`config.mk`:
```
export PLATFORM = sky130hd
export DESIGN_NAME = mem_rmw_responder
export DESIGN_NICKNAME = d
export VERILOG_FILES = /design/src/rtl/mem_resp_pkg.sv /design/src/rtl/lane_merge.sv /design/src/rtl/mem_rmw_responder.sv
export SDC_FILE = /design/constraint.sdc
export NUM_CORES = 1
export LEC_CHECK = 0
export BUFFER_PORTS_ARGS = -buffer_cell sky130_fd_sc_hd__buf_2
export CAP_MARGIN = 30
export CORE_ASPECT_RATIO = 1.2
export CORE_MARGIN = 2
export CORE_UTILIZATION = 40
export CTS_BUF_LIST = sky130_fd_sc_hd__clkbuf_8
export CTS_CLUSTER_SIZE = 20
export DETAILED_ROUTE_END_ITERATION = 10
export MAX_ROUTING_LAYER = met4
export PLACE_DENSITY_LB_ADDON = 0.08
export REMOVE_ABC_BUFFERS = 1
export SLEW_MARGIN = 15
export SYNTH_ARGS = -nofsm -noshare
export SYNTH_HDL_FRONTEND = slang
export SYNTH_SLANG_ARGS = --single-unit
```
`constraint.sdc`:
```
create_clock -name Clk -period 7 [get_ports Clk]
set_input_delay 0.7 -clock Clk [delete_from_list [all_inputs] [get_ports Clk]]
set_output_delay 0.7 -clock Clk [all_outputs]
set_load 0.02 [all_outputs]
```
`src/rtl/mem_resp_pkg.sv`:
```
// Shared types and helpers for the memory read-modify-write responder.
package mem_resp_pkg;

    localparam int unsigned DW = 32;

    // Access size encoding; 2'b11 is the illegal encoding.
    typedef enum logic [1:0] {
        SZ_WORD = 2'b00,
        SZ_HALF = 2'b01,
        SZ_BYTE = 2'b10
    } size_t;

    typedef enum logic [2:0] {
        ST_IDLE    = 3'd0,
        ST_RD      = 3'd1,
        ST_RD_WAIT = 3'd2,
        ST_WRITE   = 3'd3,
        ST_ACK     = 3'd4,
        ST_ERR     = 3'd5
    } state_t;

    // True for the illegal size or an address not aligned to the access size.
    function automatic logic is_misaligned(input logic [1:0] off, input logic [1:0] size);
        logic bad;
        bad = 1'b0;
        if (size == 2'b11) begin
            bad = 1'b1;
        end else if ((size == SZ_HALF) && off[0]) begin
            bad = 1'b1;
        end else if ((size == SZ_WORD) && (off != 2'b00)) begin
            bad = 1'b1;
        end
        return bad;
    endfunction

endpackage

```
`src/rtl/lane_merge.sv`:
```
// Little-endian lane logic: builds the merged store word and the extended load value.
module lane_merge
    import mem_resp_pkg::*;
(
    input  logic [DW-1:0] word_i,
    input  logic [DW-1:0] wdata_i,
    input  logic [1:0]    offset_i,
    input  logic [1:0]    size_i,
    input  logic          uns_i,
    output logic [DW-1:0] store_c,
    output logic [DW-1:0] load_c
);

    logic [4:0]  byte_sh;
    logic [4:0]  half_sh;
    logic [7:0]  byte_v;
    logic [15:0] half_v;

    // Lane select, replace and extend for the addressed byte or half.
    always_comb begin
        byte_sh = {offset_i, 3'b000};
        half_sh = {offset_i[1], 4'b0000};
        byte_v  = 8'(word_i >> byte_sh);
        half_v  = 16'(word_i >> half_sh);
        store_c = word_i;
        load_c  = word_i;
        if (size_i == SZ_WORD) begin
            store_c = wdata_i;
            load_c  = word_i;
        end else if (size_i == SZ_HALF) begin
            store_c = (word_i & ~(32'h0000_FFFF << half_sh)) | (32'(wdata_i[15:0]) << half_sh);
            load_c  = uns_i ? 32'(half_v) : {{16{half_v[15]}}, half_v};
        end else if (size_i == SZ_BYTE) begin
            store_c = (word_i & ~(32'h0000_00FF << byte_sh)) | (32'(wdata_i[7:0]) << byte_sh);
            load_c  = uns_i ? 32'(byte_v) : {{24{byte_v[7]}}, byte_v};
        end
    end

endmodule

```
`src/rtl/mem_rmw_responder.sv`:
```
// Load/store responder in front of a word-wide synchronous RAM; partial stores use read-modify-write.
module mem_rmw_responder
    import mem_resp_pkg::*;
#(
    parameter int unsigned AW = 8
)
(
    input  logic          Clk,
    input  logic          Reset,
    input  logic          req,
    input  logic          wr,
    input  logic [1:0]    size,
    input  logic          uns,
    input  logic [31:0]   addr,
    input  logic [31:0]   wdata,
    output logic [31:0]   rdata,
    output logic          ack,
    output logic          misalign,
    output logic [AW-1:0] ram_addr,
    output logic          ram_we,
    output logic [31:0]   ram_wdata,
    input  logic [31:0]   ram_rdata
);

    state_t          state_q, state_d;
    logic            wr_q, wr_d;
    logic [1:0]      size_q, size_d;
    logic            uns_q, uns_d;
    logic [1:0]      off_q, off_d;
    logic [DW-1:0]   wdata_q, wdata_d;
    logic [DW-1:0]   rdbuf_q, rdbuf_d;
    logic [DW-1:0]   rdata_q, rdata_d;
    logic            ack_q, ack_d;
    logic            mis_q, mis_d;
    logic [AW-1:0]   ram_addr_q, ram_addr_d;
    logic            ram_we_q, ram_we_d;
    logic [DW-1:0]   ram_wdata_q, ram_wdata_d;

    logic            accept_c;
    logic            err_c;
    logic [DW-1:0]   store_c;
    logic [DW-1:0]   load_c;
    logic            unused_addr_hi;

    // Upper address bits wrap modulo the RAM size.
    assign unused_addr_hi = ^addr[31:AW+2];

    // Merge/extend operates on next-cycle values so WRITE/ACK outputs register in time.
    lane_merge u_lane_merge (
        .word_i   (rdbuf_d),
        .wdata_i  (wdata_d),
        .offset_i (off_d),
        .size_i   (size_d),
        .uns_i    (uns_d),
        .store_c  (store_c),
        .load_c   (load_c)
    );

    // Next-state, request latching and registered-output next values.
    always_comb begin
        state_d     = state_q;
        wr_d        = wr_q;
        size_d      = size_q;
        uns_d       = uns_q;
        off_d       = off_q;
        wdata_d     = wdata_q;
        rdbuf_d     = rdbuf_q;
        ram_addr_d  = ram_addr_q;
        accept_c    = 1'b0;
        err_c       = 1'b0;

        if (state_q == ST_IDLE && req) begin
            accept_c = 1'b1;
            err_c    = is_misaligned(addr[1:0], size);
        end

        if (accept_c) begin
            wr_d    = wr;
            size_d  = size;
            uns_d   = uns;
            off_d   = addr[1:0];
            wdata_d = wdata;
            if (!err_c) begin
                ram_addr_d = addr[AW+1:2];
            end
        end

        if (state_q == ST_RD_WAIT) begin
            rdbuf_d = ram_rdata;
        end

        case (state_q)
            ST_IDLE: begin
                if (accept_c) begin
                    if (err_c) begin
                        state_d = ST_ERR;
                    end else if (wr && (size == SZ_WORD)) begin
                        state_d = ST_WRITE;
                    end else begin
                        state_d = ST_RD;
                    end
                end
            end
            ST_RD:      state_d = ST_RD_WAIT;
            ST_RD_WAIT: state_d = wr_q ? ST_WRITE : ST_ACK;
            ST_WRITE:   state_d = ST_ACK;
            ST_ACK:     state_d = ST_IDLE;
            ST_ERR:     state_d = ST_IDLE;
            default:    state_d = ST_IDLE;
        endcase

        ack_d       = (state_d == ST_ACK) || (state_d == ST_ERR);
        mis_d       = (state_d == ST_ERR);
        ram_we_d    = (state_d == ST_WRITE);
        ram_wdata_d = ram_we_d ? store_c : ram_wdata_q;
        rdata_d     = ((state_d == ST_ACK) && !wr_d) ? load_c : rdata_q;
    end

    // State and output registers with synchronous reset.
    always_ff @(posedge Clk) begin
        if (Reset) begin
            state_q     <= ST_IDLE;
            wr_q        <= 1'b0;
            size_q      <= 2'b00;
            uns_q       <= 1'b0;
            off_q       <= 2'b00;
            wdata_q     <= '0;
            rdbuf_q     <= '0;
            rdata_q     <= '0;
            ack_q       <= 1'b0;
            mis_q       <= 1'b0;
            ram_addr_q  <= '0;
            ram_we_q    <= 1'b0;
            ram_wdata_q <= '0;
        end else begin
            state_q     <= state_d;
            wr_q        <= wr_d;
            size_q      <= size_d;
            uns_q       <= uns_d;
            off_q       <= off_d;
            wdata_q     <= wdata_d;
            rdbuf_q     <= rdbuf_d;
            rdata_q     <= rdata_d;
            ack_q       <= ack_d;
            mis_q       <= mis_d;
            ram_addr_q  <= ram_addr_d;
            ram_we_q    <= ram_we_d;
            ram_wdata_q <= ram_wdata_d;
        end
    end

    assign rdata     = rdata_q;
    assign ack       = ack_q;
    assign misalign  = mis_q;
    assign ram_addr  = ram_addr_q;
    assign ram_we    = ram_we_q;
    assign ram_wdata = ram_wdata_q;

endmodule

```
---- After elaboration in Yosys (flattened, before gate mapping) ----
Index checks and enable logic that the tools add are counted.
cells by class
  equal/unequal tests ..................... 10
  shift-type cells ........................ 6
  mux-type cells .......................... 24
  bitwise operators ....................... 7
  reductions and logical operators ........ 12
operators by type and width
  operator                 number
  $mux W32                 10
  $and A32 B32 Y32         2
  $not A32 Y32             2
  $or A32 B32 Y32          2
  $shl A16 B5 Y32          1
  $shl A16 B5 Y32 const A  1
  $shl A8 B5 Y32           1
  $shl A8 B5 Y32 const A   1
  $shr A32 B5 Y16          1
  $shr A32 B5 Y8           1
  $pmux W3 S4              1
  $eq A3 B2 Y1 const B     3
  $mux W3                  3
  $mux W1                  7
  $eq A3 B3 Y1 const B     2
  $mux W2                  3
  $logic_and A1 B1 Y1      5
  $eq A2 B1 Y1 const B     2
  $eq A2 B2 Y1 const B     2
  $logic_not A2 Y1         2
  $eq A3 B1 Y1 const B     1
  $logic_not A3 Y1         1
  $reduce_and A2 Y1        1
  $reduce_bool A2 Y1       1
  other kinds (3)          3
word-level totals
  bits in registers ....................... 148
  bits of input ports ..................... 103

---- Longest topological paths before layout ----
Gate-level depths: netlist of the first run.
  word-level depth ........................ 11
  mapped depth ............................ 11
  gate-level depth less buffers ........... 7

---- Hierarchy ----
From an unflattened synthesis of the first run, not the netlist that was laid out.
unflattened totals
  cell total of the unflattened synthesis .. 886
  area total of the unflattened synthesis .. 7319.5 µm²
by module, submodules not included
  module             times used  cells an instance  area an instance (µm²)  seq. area each (µm²)
  mem_rmw_responder  1           646                5729.2                  2962.8
  lane_merge         1           240                1590.3                  0.0

---- Least setup slack after synthesis of the first run ----
Ideal clock, no wire load.
  kind .................................... input port to flip-flop
  from .................................... input req
  to ...................................... register rdata_q[20], in the netlist rdata[20]
  library setup time ...................... 0.134 ns
  arrival ................................. 2.716 ns
  path slack .............................. 4.150 ns
  stages .................................. 9
  buffers on the path ..................... 3
  path through ............................ or4b_1 -> buf_2 -> buf_6 -> mux2i_4 -> mux4_2 -> a32o_1 -> nor2_1 -> buf_2 -> a211oi_1
between the ends
  longest elaborated chain between the ends .. 8
  elaborated cells on any way between the ends .. 23
  classes of those cells .................. eq/ne: 3; shift: 2; mux: 14; reduce/logical: 4
RTL lines
  item                   line                      RTL
  start, declared        mem_rmw_responder.sv:10   input logic req,
  $logic_and A1 B1 Y1 *  mem_rmw_responder.sv:72   if (state_q == ST_IDLE && req) begin
  $mux W1                mem_rmw_responder.sv:72
  $mux W2                mem_rmw_responder.sv:77   if (accept_c) begin
  $shr A32 B5 Y8         lane_merge.sv:23          byte_v = 8'(word_i >> byte_sh);
  $mux W32               lane_merge.sv:35          load_c = uns_i ? 32'(byte_v) : {{24{byte_v[7]}}, byte_v};
  $mux W32               lane_merge.sv:33          end else if (size_i == SZ_BYTE) begin
  $mux W32               lane_merge.sv:30          end else if (size_i == SZ_HALF) begin
  $mux W32               lane_merge.sv:27          if (size_i == SZ_WORD) begin
  end signal, assigned   mem_rmw_responder.sv:143  rdata_q <= rdata_d;
  end, declared          mem_rmw_responder.sv:32   logic [DW-1:0] rdata_q, rdata_d;
Mark *: on every way between the ends. The rest lies on a longest branch, timed or not.
A chain may end at the register's enable or synchronous reset.

---- Worst setup path after layout of the first run ----
  from .................................... register state_q[1]
  to ...................................... register rdata_q[28], in the netlist rdata[28]
between the ends
  longest elaborated chain between the ends .. 9
  elaborated cells on any way between the ends .. 28
  classes of those cells .................. eq/ne: 6; shift: 2; mux: 15; reduce/logical: 5
RTL lines
  item                    line                                              RTL
  start, declared         mem_rmw_responder.sv:25                           state_t state_q, state_d;
  start signal, assigned  mem_rmw_responder.sv:136                          state_q <= state_d;
  $logic_not A3 Y1        mem_rmw_responder.sv:72, mem_rmw_responder.sv:92
  $logic_and A1 B1 Y1     mem_rmw_responder.sv:72
  $mux W1                 mem_rmw_responder.sv:72
  $mux W2                 mem_rmw_responder.sv:77
  $shr A32 B5 Y8          lane_merge.sv:23
  $mux W32                lane_merge.sv:35
  $mux W32                lane_merge.sv:33
  $mux W32                lane_merge.sv:30
  $mux W32                lane_merge.sv:27
Parallel ways exist; a longest one is shown, timed or not.

==> results of run 1 <==
==> power by group through the flow <==
stage / clock [W] / sequential [W] / combinational (W)
detailed placement: 0 / 0.000952 / 0.000501
floorplan: 0 / 0.000979 / 0.000295
global route: 0.000756 / 0.000939 / 0.000547
global placement: 0 / 0.000949 / 0.000493
finish: 0.000705 / 0.000933 / 0.000501
CTS: 0.000718 / 0.000933 / 0.000502
==> cells in the final DEF (no fill, tap or decap), types with 13 or more instances in the layout <==
| cell type | Yosys | routed |
|---|---|---|
| a211oi_1 | 25 | 25 |
| a21oi_1 | 43 | 43 |
| a311oi_1 | 17 | 17 |
| buf_2 | 15 | 154 |
| buf_4 | 0 | 13 |
| clkbuf_8 | 0 | 17 |
| dfxtp_1 | 148 | 148 |
| mux2_2 | 28 | 28 |
| mux2i_1 | 71 | 70 |
| nand2_1 | 72 | 72 |
| nand2b_1 | 19 | 19 |
| nor2_1 | 148 | 148 |
| o21ai_0 | 40 | 39 |
| o221ai_1 | 13 | 13 |
==> area by class of cell <==
type                       count  area share
antenna                        1    0.000307
clock buffer                  17      0.0287
clock inverter                15      0.0223
inverter                       8     0.00369
multi-input combinational    570       0.441
sequential                   148       0.364
tap                          216      0.0332
timing repair buffer         167       0.107
==> layer usage <==
metal / track usage / part of all wire
met5: - / 0
met4: 0.0676 / 0.014
met3: 0.0477 / 0.063
met2: 0.375 / 0.47
met1: 0.314 / 0.45
==> through the flow <==
stage	power, W	area [um2]
floorplan	0.00127	6570
global placement	0.00144	7720
detailed placement	0.00145	7720
CTS	0.00215	8140
global route	0.00224	8140
finish	0.00214	8140
==> cells by family (layout without fill, tap and decap cells) <==
| logic type | after synthesis | after routing |
|---|---|---|
| compound gates | 172 | 172 |
| flops | 148 | 148 |
| other cells | 0 | 1 |
| buf+inv | 64 | 207 |
| mux | 103 | 103 |
| simple gates | 293 | 293 |
| xor+xnor | 2 | 2 |
==> path summary, 6_finish.rpt <==
check                               end  slack [ns]  depth (start not counted)
max              rdata[28]$_SDFFE_PP0P_        3.35                          7
min          ram_wdata[24]$_SDFFE_PP0N_        0.46                          2
max reg2reg      rdata[28]$_SDFFE_PP0P_        3.35                          7
min reg2reg  ram_wdata[24]$_SDFFE_PP0N_        0.46                          2
==> worst register-to-register path, delay by kind of cell, from the launching register on <==
family	cells	cell delay, ns
and+or+nand+nor	2	1.51
buffers and inverters	1	0.29
muxes	2	0.98
AOI/OAI and AO/OA	2	0.33
DFF	1	0.39
==> registers in the layout (all words and copies together) (netlist names), 2 cells and up <==
name	count
wdata_q	32
state_q	3
ram_addr	8
rdata	32
size_q	2
ram_wdata	32
rdbuf_q	32
off_q	2
==> metrics.md, run 1 <==
| Metric | Value |
|---|---|
| Register share of total power | 0.436 |
| Crit path cell chain | or4b_2 > mux2i_4 > mux4_2 > a32o_1 > nor2_1 > buf_4 > a211oi_1 |
| Skew-Pair Late Insertion Delay | 0.46 ns |
| Post-synth top area share | 0.434 |
| Slew Limit Headroom | 0.322 |
| Final setup vio count | 0 |
| Synth unique cells | 50 |
| Inst Count DP | 1,109 |
| Routed wire per std cell | 18.5 um |
| Simple logic cell fraction of the synthesized area | 0.193 |
| Worst Path Arrival | 3.96 ns |
| Layout Cells excl Fill | 1,142 |
| Post-DP HPWL | 15.1 mm |
| Post-Route Setup TNS | 0 ns |
| Initial antenna violation count | 1 |
| I/O pins | 178 |
| Drt first pass iters | 5 |
| Multi-input combinational cell area | 3590 um2 |
| Slew @ Worst Pin | 0.989 ns |
| Total CTS buffers | 17 |
| Via count | 6,185 |
| Compound-Gate Fraction of Synth Area | 0.166 |
| Syn avg cell area | 8.72 um2 |
| Adder-cell share of the synthesized area | 0 |
| Mux cell area share after synthesis | 0.163 |
| Largest net degree at the start of global routing | 92 |
| Congestion Overflow GR | 0 |
| All-layer global routing usage | 0.240 |
| Synth area leader | dfxtp_1 |
| Final Max Slew Viols | 0 |
| Site Rows | 52 |
| Fmax | 274 MHz |
| Reg clk slew, reported paths | 0.08 ns |
| DP Worst Slack | 2.99 ns |
| CTS H-tree lvls | 4 |
| Clock Tree Root | clkbuf_8 |
| Crit-path max cell delay | 1.02 ns |
| Via density | 5.42 |
| DR iter-0 viols | 431 |
| Most frequent cells after synthesis | dfxtp_1, nor2_1, nand2_1 |
| Storage element area | 2960 um2 |
| WP buf/inv | 1 |
| Required @ worst endpoint | 7.31 ns |
| Die W | 123 um |
| Area added between synthesis and finish | 19.4% |
| Clock power share | 0.330 |
| PnR worst setup slack | 3.35 ns |
| First-pass GRT wire length | 32.4 mm |
| Largest family of logic cells by synthesized area | simple AND/OR/NAND/NOR gates |
| Initial Util | 0.406 |
| Final worst hold slack | 0.460 ns |
| Register bit total from synthesis | 148 |
| Sw Share | 0.328 |
| CTS tree | yes |
| Number of routed nets with antenna violations | 0 |
| Switching Power | 0.000702 W |
| RePlAce Congestion | 0.874 |
| Delay-heaviest family, CP | simple AND/OR/NAND/NOR gates |
| Fill cells | 1,692 |
| Die H | 147 um |
| Comb pwr share | 0.234 |
| Slowest CP cell | or4b_2 |
| Post-synth top flop | dfxtp_1 |
| Final hold violation count | 0 |
| Final nets | 1,015 |
| RSZ-0062 raised after global routing | false |
| Pwr dens | 263 nW/um2 |
| Input/output buffers | 155 |
| Drt drc | 0 |
| Yosys warning count | 0 |
| Min Tclk post-route | 3.65 ns |
| Worst Setup End Kind | register |
| CTS max path bufs | 2 |
| Number of global-route vias before repair | 5,861 |
| Clk sink count | 148 |
| Layout cells sized above 1 | 0.266 |
| Final core occ | 0.485 |
| Max Cap Viol | 0 |
| Crit share post-route | 0.521 |
| Worst ir drop on vdd | 0.000123 V |
| Top area cells in the synthesized netlist | dfxtp_1, mux2i_1, nor2_1 |
| Seq/Total Area, Yosys | 0.434 |
| Die area | 18,100 um2 |
| Hold Path Class | reg -> reg |
| Hold Crit Start | ram_wdata[24]$_SDFFE_PP0N_ |
| Post-synthesis instance area | 6820 um2 |
| CP Max Fanout | 22 |
| Async SR Flop Fraction | 0 |
| Lkg Pwr | 3.31 nW |
| Worst setup path category | reg -> reg |
| Hold-fix buffers, CTS | 0 |
| Internal | 0.00144 W |
| Post-synth EDFFs | 0 |
| CP startpoint kind | register |
| Xor and xnor area share after synthesis | 0.00257 |
| Fin Clk Skew | 0.0135 ns |
| RR Startpoint | state_q[1]$_SDFF_PP0_ |
| Setup crit start | state_q[1]$_SDFF_PP0_ |
| Post-CTS Setup Repair Bufs | 0 |
| WL final | 21.2 mm |
| Core area | 16,800 um2 |
| Cells after Synth | 782 |
| Status | complete, no violations |
| # resized after CTS | 0 |
Note: power is estimated with default switching activity, not from simulation.
==> run 2: changes to the inputs <==
Clock period 7 ns to 3 ns, I/O delays scaled along.
==> run 2 against run 1 <==
Net effect:
- register-to-register slack got worse by 3.2 ns
- worst setup slack worse by 3.2 ns
- critical path depth increased by 1
- clock power increased by 120%
- sequential cell count is the same
- largest power group unchanged
- wire length up 1.7%
- clock skew shrank 0.0039 ns
- fmax rose by 29%
==> metrics.md, run 2 (synthesized netlist as in run 1, its figures left out) <==
| Metric | Value |
|---|---|
| Status | complete, no violations |
| Min Tclk post-route | 2.83 ns |
| Layout cells sized above 1 | 0.288 |
| DR iter-0 viols | 368 |
| Final core occ | 0.500 |
| CTS H-tree lvls | 4 |
| WP buf/inv | 2 |
| Drt drc | 0 |
| Post-CTS Setup Repair Bufs | 0 |
| Inst Count DP | 1,137 |
| Worst ir drop on vdd | 0.000292 V |
| Fill cells | 1,685 |
| Reg2reg path depth | 8 |
| Via count | 6,314 |
| WL final | 21.5 mm |
| Overall Power | 0.00501 W |
| Min-Delay Endpoint | ram_addr[5]$_SDFFE_PP0P_ |
| Initial antenna violation count | 0 |
| All-layer global routing usage | 0.251 |
| WP depth | 8 |
| # resized after CTS | 0 |
| Pwr dens | 597 nW/um2 |
| Final Max Slew Viols | 0 |
| Final worst hold slack | 0.0762 ns |
| Routed wire per std cell | 18.4 um |
| R2R Setup Slk | 0.17 ns |
| Slew Limit Headroom | 0.503 |
| Final hold violation count | 0 |
| Final setup vio count | 0 |
| CTS max path bufs | 2 |
| Via density | 5.40 |
| CP Max Fanout | 10 |
| Clock Tree Root | clkbuf_8 |
| RR Startpoint | state_q[2]$_SDFF_PP0_ |
| Worst setup path category | reg -> reg |
| Hold-fix buffers, CTS | 0 |
| Crit share post-route | 0.944 |
| Post-DP HPWL | 15.6 mm |
| Slew @ Worst Pin | 0.725 ns |
| Congestion Overflow GR | 0 |
| I/O pins | 178 |
| Fin Clk Skew | 0.00962 ns |
| Commonest non-fill, non-tap cell in the layout | buf_2 |
| Delay-heaviest family, CP | simple AND/OR/NAND/NOR gates |
| Total CTS buffers | 17 |
| Drt first pass iters | 5 |
| Worst Setup End Kind | register |
| Final nets | 1,043 |
| Largest net degree at the start of global routing | 79 |
| Most frequent cells in the layout | buf_2, nor2_1, dfxtp_1 |
| Slowest CP cell | or4b_2 |
| Area added between synthesis and finish | 23.2% |
| Post-Route Setup TNS | 0 ns |
| Worst hold path cell count | 3 |
| Reg-to-reg critical path endpoint | ram_wdata[23]$_SDFFE_PP0N_ |
| Fmax | 353 MHz |
| Number of global-route vias before repair | 6,291 |
| Hold Path Class | in -> reg |
| Die area | 18,100 um2 |
| Hold Crit Start | addr[7] |
| Lkg Pwr | 3.47 nW |
| Die W | 123 um |
| RSZ-0062 raised after global routing | false |
| Core area | 16,800 um2 |
| RePlAce Congestion | 0.868 |
| Antenna diodes | 0 |
| Worst Path Arrival | 3.21 ns |
| Site Rows | 52 |
| Input/output buffers | 155 |
| Crit-path max cell delay | 0.90 ns |
| CP startpoint kind | register |
| Reg clk slew, reported paths | 0.09 ns |
| Layout Cells excl Fill | 1,169 |
| Skew-Pair Late Insertion Delay | 0.46 ns |
| CTS tree | yes |
| Required @ worst endpoint | 3.38 ns |
| Clk sink count | 148 |
| Initial Util | 0.406 |
| Max Cap Viol | 0 |
| Die H | 147 um |
| Number of routed nets with antenna violations | 0 |
| First-pass GRT wire length | 33.8 mm |
| Crit path cell chain | or4b_2 > buf_4 > mux2i_1 > buf_4 > nand2_1 > nor2_2 > nand2_1 > o221ai_1 |
[run 2: cell count changes in the layout (fill, tap and decap cells not counted), sizes merged]
cell,previous run,this run
buf,167,195
clkinv,4,7
clkinvlp,4,1
clkbuf,17,18
diode,1,0
bufinv,3,2
[run 2: worst register-to-register path: cells and delay by family, from the launching register on]
kind | cells | cell delay (ns)
compound gates | 1 | 0.09
mux | 1 | 0.20
flops | 1 | 0.32
simple gates | 4 | 1.70
buf+inv | 2 | 0.46
[run 2: worst max-delay path by stage]
| stage | start | endpoint | slack [ns] |
|---|---|---|---|
| CTS | state_q[2]$_SDFF_PP0_ | ram_wdata[23]$_SDFFE_PP0N_ | 0.17 |
| floorplan | state_q[1]$_SDFF_PP0_ | rdata[30]$_SDFFE_PP0P_ | -3.98 |
| global route | state_q[2]$_SDFF_PP0_ | ram_wdata[16]$_SDFFE_PP0N_ | 0.02 |
| global placement | req | ram_wdata[13]$_SDFFE_PP0N_ | 0.18 |
| finish | state_q[2]$_SDFF_PP0_ | ram_wdata[23]$_SDFFE_PP0N_ | 0.17 |
| detailed placement | req | ram_wdata[23]$_SDFFE_PP0N_ | 0.16 |
[run 2: power by group]
part | internal, W | switching [W]
clock network | 0.000771 | 0.000810
registers | 0.00210 | 0.0000689
logic | 0.000491 | 0.000770
total | 0.00336 | 0.00165
[run 2: per-layer routing]
layer | track usage | wire (um)
met3 | 0.0380 | 1190
met2 | 0.387 | 10100
met5 | - | 0
met4 | 0.0869 | 427
met1 | 0.334 | 9830
[run 2: layout make-up]
class / instances / area [um2] / area share
multi-input combinational: 570 / 3590 / 0.428
clock inverter: 14 / 154 / 0.0183
sequential: 148 / 2960 / 0.353
clock buffer: 18 / 248 / 0.0295
tap: 216 / 270 / 0.0322
inverter: 8 / 30.0 / 0.00358
timing repair buffer: 195 / 1140 / 0.136
[run 2: stage by stage]
stage | instance area, um2 | worst slack (ns)
final | 8400 | 0.167
after CTS | 8400 | 0.168
after floorplan | 6570 | -3.98
after global placement | 8000 | 0.175
after global routing | 8400 | 0.0236
after detailed placement | 8000 | 0.162
==> run 3: changes to the inputs <==
Settings changed: CELL_PAD_IN_SITES_DETAIL_PLACEMENT from default to 1, CELL_PAD_IN_SITES_GLOBAL_PLACEMENT from default to 1, CORE_UTILIZATION 40 to 37.
==> run 3 against run 2 <==
Net effect:
- final cell count grew 0.77%
- critical path type unchanged
- power grew 6.2%
- count of clock-buffer cells in the layout shrank 1
- sequential power is essentially flat
- highest routed layer unchanged
- critical path depth shrank 2
- largest power group unchanged
==> metrics.md, run 3 (synthesized netlist as in run 1, its figures left out) <==
| Metric | Value |
|---|---|
| Final worst hold slack | 0.0747 ns |
| Internal | 0.00360 W |
| Reg clk slew, reported paths | 0.09 ns |
| Number of routed nets with antenna violations | 0 |
| Slew Limit Headroom | 0.447 |
| Site Rows | 54 |
| Min Tclk post-route | 2.66 ns |
| WP buf/inv | 0 |
| All-layer global routing usage | 0.252 |
| Comb pwr share | 0.244 |
| I/O pins | 178 |
| Status | complete, no violations |
| CP startpoint kind | register |
| Initial Util | 0.377 |
| Congestion Overflow GR | 0 |
| Largest net degree at the start of global routing | 73 |
| Crit-path max cell delay | 0.66 ns |
| Fill cells | 2,157 |
| CP Max Fanout | 10 |
| CTS H-tree lvls | 4 |
| Hold Path Class | in -> reg |
| CTS max path bufs | 2 |
| Area added between synthesis and finish | 24.6% |
| Slew @ Worst Pin | 0.806 ns |
| Drt first pass iters | 5 |
| Post-CTS Setup Repair Bufs | 0 |
| Most frequent cells in the layout | buf_2, nor2_1, dfxtp_1 |
| Delay-heaviest family, CP | multiplexers |
| Pwr dens | 626 nW/um2 |
| Register share of total power | 0.408 |
| Final Max Slew Viols | 0 |
| Initial antenna violation count | 2 |
| Lkg Pwr | 3.51 nW |
| Clock power share | 0.348 |
| Fin Clk Skew | 0.0134 ns |
| Worst setup path category | reg -> reg |
| Number of global-route vias before repair | 6,630 |
| RSZ-0062 raised after global routing | false |
| Drt drc | 0 |
| Die W | 128 um |
| Worst ir drop on vdd | 0.000304 V |
| Final setup vio count | 0 |
| Die area | 19,500 um2 |
| Switching Power | 0.00172 W |
| Worst Setup End Kind | register |
| Crit path cell chain | or4b_4 > mux2i_4 > mux4_2 > mux2i_1 > a21oi_2 > o31a_1 |
| CTS tree | yes |
| Final nets | 1,044 |
| Overall Power | 0.00532 W |
| RePlAce Congestion | 0.876 |
| Clock Tree Root | clkbuf_8 |
| Skew-Pair Late Insertion Delay | 0.47 ns |
| Via count | 6,432 |
| Final hold violation count | 0 |
| Post-DP HPWL | 17.3 mm |
| First-pass GRT wire length | 37.0 mm |
| Clk sink count | 148 |
| Layout cells sized above 1 | 0.289 |
| Die H | 153 um |
| Crit share post-route | 0.888 |
| Final core occ | 0.469 |
| Slowest CP cell | or4b_4 |
| Reg2reg path depth | 6 |
| Worst hold path cell count | 3 |
| Max Cap Viol | 0 |
| Fmax | 375 MHz |
| WP depth | 6 |
| Core area | 18,100 um2 |
| Commonest non-fill, non-tap cell in the layout | buf_2 |
| Input/output buffers | 155 |
| WL final | 23.6 mm |
| Routed wire per std cell | 20.0 um |
| Sw Share | 0.323 |
| DR iter-0 viols | 319 |
| Required @ worst endpoint | 3.35 ns |
| Post-Route Setup TNS | 0 ns |
| Total CTS buffers | 17 |
| Via density | 5.46 |
| Worst Path Arrival | 3.01 ns |
==> run 3: changes by cell type in the layout (fill, tap and decap cells not counted), sizes merged <==
cell | previous run | this run
buf | 195 | 196
clkbuf | 18 | 17
bufinv | 2 | 5
diode | 0 | 1
clkinv | 7 | 3
inv | 12 | 13
==> run 3: through the flow <==
stage               std cells  area, um2  setup slack [ns]
finish                   1178       8500             0.336
global route             1178       8500             0.184
CTS                      1177       8490            0.0442
detailed placement       1146       8030           -0.0757
global placement         1146       8030           0.00709
floorplan                 726       6570             -3.98
==> run 3: area by class of cell <==
class	instances	area, um2	area share
diodes	1	2.50	0.000294
well taps	224	280	0.0330
repair buffers	196	1160	0.137
clock inverters	14	224	0.0264
clock buffers	17	234	0.0275
flip-flops and latches	148	2960	0.349
multi-input cells	570	3600	0.424
inverters	8	30.0	0.00353
==> run 3: power groups by stage <==
stage	Sequential [W]	Clock (W)	Combinational, W
floorplan	0.00228	0	0.000689
global placement	0.00221	0	0.00127
detailed placement	0.00222	0	0.00129
CTS	0.00217	0.00188	0.00130
global route	0.00219	0.00197	0.00141
finish	0.00217	0.00185	0.00130
==> run 3: repair_timing <==
action	4_1_cts	5_1_grt
setup endpoints to repair	8	19
hold buffers	0	0
resized for setup	1	2
pin swaps	0	1
==> run 3: metal layers <==
layer	global-route usage	wire length [um]	up-vias
met2	0.403	11300	166
met3	0.0463	1070	22
met1	0.331	10900	3167
met5	-	0	-
met4	0.0623	301	0
li1	-	-	3077
==> run 3: worst reg2reg max path, delay by kind of cell (launching register included) <==
family | cells | cell delay, ns
mux | 3 | 1.10
simple gates | 1 | 0.66
compound gates | 2 | 0.47
flops | 1 | 0.33
==> run 3: worst paths after layout <==
check | start | endpoint | slack, ns
worst max-delay path | state_q[2]$_SDFF_PP0_ | rdata[11]$_SDFFE_PP0P_ | 0.34
worst min-delay path | addr[6] | ram_addr[4]$_SDFFE_PP0P_ | 0.07
worst max register to register | state_q[2]$_SDFF_PP0_ | rdata[11]$_SDFFE_PP0P_ | 0.34
worst min register to register | ram_wdata[29]$_SDFFE_PP0N_ | ram_wdata[29]$_SDFFE_PP0N_ | 0.47
